### src/rtl/fetch_sequencer.sv
// fetch_sequencer: fetch-stage front end. Holds the fetch PC and a two-line
// buffer (line A = line holding the PC, line B = the following line), fetches
// 256-bit lines from the I-cache, presents one 32-byte window per bundle to
// the extractor and advances the PC by the increment it returns.
module fetch_sequencer #(
    parameter logic [31:0] RESET_PC     = 32'h0000_0000,
    parameter int unsigned OFFSET_LIMIT = 24
) (
    input  logic         clock_i,
    input  logic         reset_i,
    input  logic         redirect_i,
    input  logic [31:0]  redirectPc_i,
    input  logic         stall_i,
    output logic         icReq_o,
    output logic [26:0]  icLineAddr_o,
    input  logic         icAck_i,
    input  logic [255:0] icLine_i,
    output logic         fsEnable_o,
    output logic [4:0]   fsByteAddr_o,
    output logic [255:0] fsBlock_o,
    input  logic [3:0]   fsNextByteOffset_i,
    output logic [31:0]  pc_o,
    output logic         fault_o
);

    // Offset limit as a 5-bit value so it compares directly with pc[4:0].
    localparam logic [4:0] OFF_LIMIT    = 5'(OFFSET_LIMIT);
    // A straddling window starts at byte 16 of line A.
    localparam logic [4:0] STRADDLE_OFS = 5'd16;

    typedef enum logic [2:0] {
        ST_FILL,
        ST_REQ_A,
        ST_REQ_B,
        ST_ISSUE,
        ST_WAIT,
        ST_FAULT
    } state_t;

    state_t         state_q, state_d;
    logic [31:0]    pc_q, pc_d;
    logic [255:0]   line_a_q, line_a_d;
    logic [255:0]   line_b_q, line_b_d;
    logic [26:0]    tag_a_q, tag_a_d;
    logic [26:0]    tag_b_q, tag_b_d;
    logic           valid_a_q, valid_a_d;
    logic           valid_b_q, valid_b_d;
    logic [26:0]    req_addr_q, req_addr_d;
    logic           fault_q, fault_d;

    // Derived views of the current PC.
    logic [26:0]    pc_line;
    logic [4:0]     pc_off;
    logic [26:0]    pc_next_line;
    logic           straddle;
    logic           hit_a;
    logic           hit_b;
    logic           in_req;
    logic [31:0]    pc_adv;
    logic [26:0]    adv_line;
    logic           issue_fire;
    logic [255:0]   win_straddle;
    logic [255:0]   window;

    assign pc_line      = pc_q[31:5];
    assign pc_off       = pc_q[4:0];
    assign pc_next_line = pc_line + 27'd1;   // wraps 27'h7FFFFFF -> 0
    assign straddle     = (pc_off > OFF_LIMIT);
    assign hit_a        = valid_a_q && (tag_a_q == pc_line);
    assign hit_b        = valid_b_q && (tag_b_q == pc_next_line);
    assign in_req       = (state_q == ST_REQ_A) || (state_q == ST_REQ_B);
    assign pc_adv       = pc_q + {28'd0, fsNextByteOffset_i};
    assign adv_line     = pc_adv[31:5];

    // Straddle window byte lanes: lanes 0..15 take A bytes 16..31,
    // lanes 16..31 take B bytes 0..15.
    generate
        for (genvar gi = 0; gi < 32; gi++) begin : g_win_lane
            if (gi < 16) begin : g_from_a
                assign win_straddle[gi*8 +: 8] = line_a_q[(gi+16)*8 +: 8];
            end else begin : g_from_b
                assign win_straddle[gi*8 +: 8] = line_b_q[(gi-16)*8 +: 8];
            end
        end
    endgenerate

    assign window = straddle ? win_straddle : line_a_q;

    // A redirect in the ISSUE cycle pre-empts the issue it would race with.
    assign issue_fire = (state_q == ST_ISSUE) && !stall_i && !redirect_i;

    // Output drive: window/offset are only presented during the issue pulse.
    always_comb begin
        icReq_o      = in_req;
        icLineAddr_o = req_addr_q;
        fsEnable_o   = issue_fire;
        fsByteAddr_o = 5'd0;
        fsBlock_o    = '0;
        if (issue_fire) begin
            fsByteAddr_o = straddle ? (pc_off - STRADDLE_OFS) : pc_off;
            fsBlock_o    = window;
        end
        pc_o    = pc_q;
        fault_o = fault_q;
    end

    // Next-state logic: line capture, PC advance, buffer promotion, redirect.
    always_comb begin
        state_d    = state_q;
        pc_d       = pc_q;
        line_a_d   = line_a_q;
        line_b_d   = line_b_q;
        tag_a_d    = tag_a_q;
        tag_b_d    = tag_b_q;
        valid_a_d  = valid_a_q;
        valid_b_d  = valid_b_q;
        req_addr_d = req_addr_q;
        fault_d    = fault_q;

        // An outstanding request always completes into the buffer it was
        // issued for, even if a redirect arrived while it was pending.
        case (state_q)
            ST_REQ_A: begin
                if (icAck_i) begin
                    line_a_d  = icLine_i;
                    tag_a_d   = req_addr_q;
                    valid_a_d = 1'b1;
                    state_d   = ST_FILL;
                end
            end
            ST_REQ_B: begin
                if (icAck_i) begin
                    line_b_d  = icLine_i;
                    tag_b_d   = req_addr_q;
                    valid_b_d = 1'b1;
                    state_d   = ST_FILL;
                end
            end
            default: ;
        endcase

        if (redirect_i) begin
            // New PC wins; a pending request keeps running until acked and
            // FILL then re-evaluates the buffers against the new PC.
            pc_d    = redirectPc_i;
            fault_d = 1'b0;
            if (!in_req) begin
                state_d = ST_FILL;
            end
        end else begin
            case (state_q)
                ST_FILL: begin
                    if (!hit_a) begin
                        req_addr_d = pc_line;
                        state_d    = ST_REQ_A;
                    end else if (straddle && !hit_b) begin
                        req_addr_d = pc_next_line;
                        state_d    = ST_REQ_B;
                    end else begin
                        state_d = ST_ISSUE;
                    end
                end
                ST_ISSUE: begin
                    if (!stall_i) begin
                        state_d = ST_WAIT;
                    end
                end
                ST_WAIT: begin
                    if (fsNextByteOffset_i == 4'd0) begin
                        fault_d = 1'b1;
                        state_d = ST_FAULT;
                    end else begin
                        pc_d = pc_adv;
                        // Crossing into the prefetched line: promote B to A
                        // so no refetch is needed.
                        if ((adv_line != tag_a_q) && valid_b_q &&
                            (tag_b_q == adv_line)) begin
                            line_a_d  = line_b_q;
                            tag_a_d   = tag_b_q;
                            valid_a_d = 1'b1;
                            valid_b_d = 1'b0;
                        end
                        state_d = ST_FILL;
                    end
                end
                ST_FAULT: begin
                    state_d = ST_FAULT;
                end
                default: ;
            endcase
        end
    end

    // Control state with asynchronous active-low reset.
    always_ff @(posedge clock_i or negedge reset_i) begin
        if (!reset_i) begin
            state_q    <= ST_FILL;
            pc_q       <= RESET_PC;
            tag_a_q    <= 27'd0;
            tag_b_q    <= 27'd0;
            valid_a_q  <= 1'b0;
            valid_b_q  <= 1'b0;
            req_addr_q <= 27'd0;
            fault_q    <= 1'b0;
        end else begin
            state_q    <= state_d;
            pc_q       <= pc_d;
            tag_a_q    <= tag_a_d;
            tag_b_q    <= tag_b_d;
            valid_a_q  <= valid_a_d;
            valid_b_q  <= valid_b_d;
            req_addr_q <= req_addr_d;
            fault_q    <= fault_d;
        end
    end

    // Line data needs no reset: it is only observed behind its valid bit.
    always_ff @(posedge clock_i) begin
        line_a_q <= line_a_d;
        line_b_q <= line_b_d;
    end

endmodule

### config.mk
export PLATFORM = sky130hd
export DESIGN_NAME = fetch_sequencer
export DESIGN_NICKNAME = d
export VERILOG_FILES = /design/src/rtl/fetch_sequencer.sv
export SDC_FILE = /design/constraint.sdc
export NUM_CORES = 2
export LEC_CHECK = 0
export BUFFER_PORTS_ARGS = -buffer_cell sky130_fd_sc_hd__buf_2
export CAP_MARGIN = 20
export CORE_AREA = 2 2 244 246
export DETAILED_ROUTE_END_ITERATION = 10
export DIE_AREA = 0 0 246 248
export PLACE_DENSITY = 0.77
export SETUP_SLACK_MARGIN = 0.05
export SYNTH_ARGS = -nofsm -noshare
export SYNTH_HDL_FRONTEND = slang
export SYNTH_SLANG_ARGS = --single-unit
export TNS_END_PERCENT = 100
### constraint.sdc
create_clock -name clock_i -period 19.03 [get_ports clock_i]
set_input_delay 2.8545 -clock clock_i [delete_from_list [all_inputs] [get_ports clock_i]]
set_output_delay 2.8545 -clock clock_i [all_outputs]
set_load 0.03 [all_outputs]
# ---- Word level (Yosys, flattened, before mapping)
# Cells that the tools add are included.
dict set report totals {
  output_inout_bits 323
  regBits 631
  wordCells 91
  in_bits 297
}
dict set report op_classes {
  n_bitwise 1
  muxes 45
  order_cmp 1
  n_reduce_logical 20
  addsub 3
  n_eq_ne 11
}
# op count
set op_table {}
lappend op_table {{$mux 256} 8}
lappend op_table {{$mux 27} 8}
lappend op_table {{$mux 32} 3}
lappend op_table {{$eq 27x27->1} 3}
lappend op_table {{$add 32x4->32} 1}
lappend op_table {{$add 27x1->27 const B} 1}
lappend op_table {{$ne 27x27->1} 1}
lappend op_table {{$mux 3} 6}
lappend op_table {{$mux 1} 16}
lappend op_table {{$pmux 3 s4} 1}
lappend op_table {{$mux 5} 2}
lappend op_table {{$logic_and 1x1->1} 7}
lappend op_table {{$eq 3x2->1 const B} 2}
lappend op_table {{$eq 3x3->1 const B} 2}
lappend op_table {{$reduce_and 2->1} 3}
lappend op_table {{$gt 5x5->1 const B} 1}
lappend op_table {{$sub 5x5->5 const B} 1}
lappend op_table {{$logic_not 4->1} 1}
lappend op_table {{$reduce_bool 2->1} 2}
lappend op_table {{$eq 3x1->1 const B} 1}
lappend op_table {{$logic_not 1->1} 3}
lappend op_table {{$logic_not 3->1} 1}
lappend op_table {{$reduce_and 3->1} 1}
lappend op_table {{$mux 2} 1}
lappend op_table {{other kinds (5)} 5}

# ---- Longest topological paths before layout
dict set report logic_depth {
  word_depth 9
  ltp_mapped 16
  ltp_nobuf 12
}

# ---- Least setup slack after synthesis
# OpenSTA, ideal clock, no wires.
dict set report synth_timing {
  kind {input port to flip-flop}
  from {input icAck_i}
  to {register tag_b_q[18]}
  setup_time_ps 104
  cell_stages 3
  t_arrival_ps 11406
  slack_ps 7520
  n_path_buf 1
  t_required_ps 18926
  path_cell_list {nor4bb_1 -> clkbuf_1 -> mux2_2}
}
dict set report synth_between {
  elab_chain_cells 1
}
# element line
set synth_rtl {}
lappend synth_rtl {{start, declared} 16} ;# input logic icAck_i,
lappend synth_rtl {{$reduce_and 2->1 (no source line)} --}
lappend synth_rtl {{end signal, assigned} 209} ;# tag_b_q <= tag_b_d;
lappend synth_rtl {{end, declared} 45} ;# logic [26:0] tag_b_q, tag_b_d;
# No other way between the ends.
# A chain may end at the register's enable or synchronous reset.

# ---- Worst setup path after layout
dict set report layout_timing {
  from {input redirect_i}
  to {output fsBlock_o[51]}
}
dict set report layout_between {
  elab_chain_cells 3
}
# element line
set layout_rtl {}
lappend layout_rtl {{start, declared} 11} ;# input logic redirect_i,
lappend layout_rtl {{$logic_not 1->1} 90} ;# assign issue_fire = (state_q == ST_ISSUE) && !stall_i && !redirect_i;
lappend layout_rtl {{$logic_and 1x1->1} 90}
lappend layout_rtl {{$mux 256} 99} ;# if (issue_fire) begin
lappend layout_rtl {{end, declared} 20} ;# output logic [255:0] fsBlock_o,
# No other way between the ends.

==> impl_metrics.tcl <==
set metrics [dict create \
    outcome "finished clean" \
    post-dp-hpwl_um 66550 \
    wl_per_cell_um 22.82 \
    clk_latency_ns 0.61 \
    layout_commonest_cell "nand2_1" \
    fin_total_pwr_mw 3.893 \
    path_max_fanout 79 \
    hold_violations 0 \
    cp_cell_sequence "buf_2 > buf_4 > nand2b_4 > buf_4 > a21oi_1 > buf_2" \
    vias_per_cell 6.083 \
    critPathLaunchType "primary input" \
    vias 27410 \
    cp_num_buf_inv 4 \
    worstHoldPathCells 2 \
    wl_met2_um 47590 \
    grtUsageTotal_pct 32.20 \
    grt_max_degree 194 \
    tightest_slew_ns 1.216 \
    fin_setup_tns_ns 0 \
    period_needed_ns 8.570 \
    antenna_found_initial 49 \
    max-cap-violations 0 \
    ys_seq_elements 631 \
    grt_pass1_vias 26070 \
    drc_errors 0 \
    wirelength_met1_um 40470 \
    cts_hold_buffers 0 \
    synth_edf_count 256 \
    cts_resized 0 \
    rsz0062_at_grt "false" \
    portBuffers 619 \
    hp-class "flop to flop" \
    drtIter0Drc 2656 \
    cts_max_level 3 \
    crit_path_top_delay_cell "buf_4" \
    synthFlopType "edfxtp_1" \
    yosysTopAreaCellShare_pct 24.85 \
    max_stage_delay_ns 0.81 \
    min_period_over_period_pct 45.04 \
    ant_nets 0 \
    syn_area_per_cell_um2 9.594 \
    synthesis.area_um2 30930 \
    postCtsSetupRepairBufs 0 \
    timing.final.max_slew_violations 0 \
    vdd_drop_max_uv 76.30 \
    die_h_um 248 \
    coreArea_um2 58460 \
    cts_tree "yes" \
    cp.depth 6 \
    met3_length_um 9534 \
    clock_sinks 631 \
    wl_um 102800 \
    syn-num-nets 3527 \
    cp.arrival_ns 5.72 \
    cts-root-buf "clkbuf_16" \
    die_x_um 246 \
    overflow 0 \
    grt_pass1_wl_um 154300 \
    gp_congestion 0.9785 \
    fmax_ghz 0.1167 \
    finClkSkew_ns 0.02461 \
    clk_path_buf_depth 3 \
    async_flop_share_pct 18.86 \
    ys_seq_area_share_pct 51.05 \
    powerDensity_nw_per_um2 107.5 \
    netlist_instances 3224 \
    core.rowCount 89 \
    dr.max_layer_used "met5" \
    die_area_um2 61010 \
    p_leak_nw 14.57 \
    floorplan.initialDensity_pct 52.91 \
    criticalPathCategory "primary input to primary output" \
    clkSlewWorstSetupHoldPaths_ns 0.05 \
    nNetsFinal 3947 \
    firstDrtPassIters 6 \
    r2r_cells 11 \
    synth_warnings 0 \
    max-slew-margin-rel_pct 18.96 \
    cp.required_ns 16.18 \
    area_delta_synth_final_pct 17.09 \
    setup_viol 0 \
    layout_common_cells "nand2_1 (621), buf_2 (618), a21oi_1 (554), nor4_1 (305), mux2i_1 (285)" \
    fill_cells 4982 \
    synthTopCellsByArea "edfxtp_1 (25%), dfxtp_1 (17%), dfrtp_1 (9.6%)" \
    synth_largest_area_cell "edfxtp_1" \
    critical_path.top_delay_family "buffers and inverters" \
    numCtsBuffers 66 \
    drive_above_1_share_pct 22.22 \
    endpoint_kind "primary output" \
    ys_types 75 \
    ios 620 \
]
==> synthesized netlist by cell type (23+ instances only) <==
| master | number |
|---|---|
| mux2_2 | 38 |
| dfxtp_1 | 256 |
| a21oi_1 | 554 |
| buf_6 | 23 |
| nand3_1 | 23 |
| mux2i_1 | 285 |
| clkbuf_1 | 233 |
| nor4_1 | 305 |
| dfrtp_1 | 119 |
| nand2_1 | 621 |
| xnor2_1 | 81 |
| o21ai_0 | 57 |
| nor2_1 | 53 |
| nor3_1 | 23 |
| xor2_1 | 74 |
| edfxtp_1 | 256 |
==> sequential cells by signal (all words and copies together) (netlist names) <==
name / count
fault_o: 1
icLineAddr_o: 27
line_a_q: 256
line_b_q: 256
pc_o: 32
state_q: 3
tag_a_q: 27
tag_b_q: 27
valid_a_q: 1
valid_b_q: 1
==> metrics by stage <==
stage / utilization, % / area, um2 / worst slack (ns) / cells / hold slack [ns]
floorplan: - / 30930 / 7.520 / 3224 / 0.4646
global placement: 58.15 / 33990 / 10.13 / 4347 / 0.4741
detailed placement: 58.15 / 33990 / 10.11 / 4347 / 0.4812
CTS: 61.72 / 36090 / 10.09 / 4466 / 0.4990
global route: 61.92 / 36200 / 10.35 / 4498 / 0.5266
finish: 61.95 / 36220 / 10.46 / 4505 / 0.5004
==> report_power, final <==
group | switching (mW) | leakage (nW) | internal, mW
clock | 0.555 | 1.02 | 0.723
sequential | 0.202 | 5.95 | 1.64
combinational | 0.456 | 7.60 | 0.321
total | 1.21 | 14.6 | 2.68
==> cell families (layout without fill, tap and decap cells) <==
kind of cell | after synthesis | count (layout) | share of synthesized area (%)
compound gates | 675 | 675 | 11.61
xor+xnor | 155 | 155 | 4.389
fa+ha+maj | 6 | 6 | 0.2670
buf+inv | 320 | 791 | 4.676
flops | 631 | 631 | 51.05
mux | 323 | 323 | 10.61
other cells | 0 | 37 | 0
simple gates | 1114 | 1114 | 17.40
==> worst reg2reg max path, cell delays in order (launching register included) <==
cell     delay (ns)
dfrtp_1        0.69
nand3_2        0.41
nor3_2         0.74
nand2_1        0.34
xnor2_1        0.22
o21a_1         0.23
or4_1          0.56
nor4b_4        0.30
or3_4          0.70
buf_4          0.71
buf_4          0.94
a21oi_1        0.30
==> path summary, 6_finish.rpt <==
check	startpoint	endpoint	slack, ns
worst max register to register	pc_o[5]	line_a_q[174]	12.71
min in group asynchronous	reset_i	pc_o[17]	2.28
worst min-delay path	line_b_q[131]	line_a_q[131]	0.50
max in group asynchronous	reset_i	valid_a_q	15.43
worst max-delay path	redirect_i	fsBlock_o[51]	10.46
worst min register to register	line_b_q[131]	line_a_q[131]	0.50
==> cell type report <==
class / instances / area (um2) / share of cell area [%]
Sequential cell: 631 / 15790 / 43.60
Multi-Input combinational cell: 2273 / 13780 / 38.06
Timing Repair Buffer: 654 / 3425 / 9.456
Clock buffer: 91 / 1837 / 5.072
Tap cell: 773 / 967.2 / 2.670
Clock inverter: 28 / 255.2 / 0.7048
Antenna cell: 37 / 92.59 / 0.2556
Inverter: 18 / 67.56 / 0.1866
==> metal layers <==
layer  GRT usage [%]  up-vias
met3           7.418      312
li1                -    12500
met2           49.57     1518
met5               0        -
met1           42.36    13050
met4           17.08       30
Power figures use the tool's default switching activity.
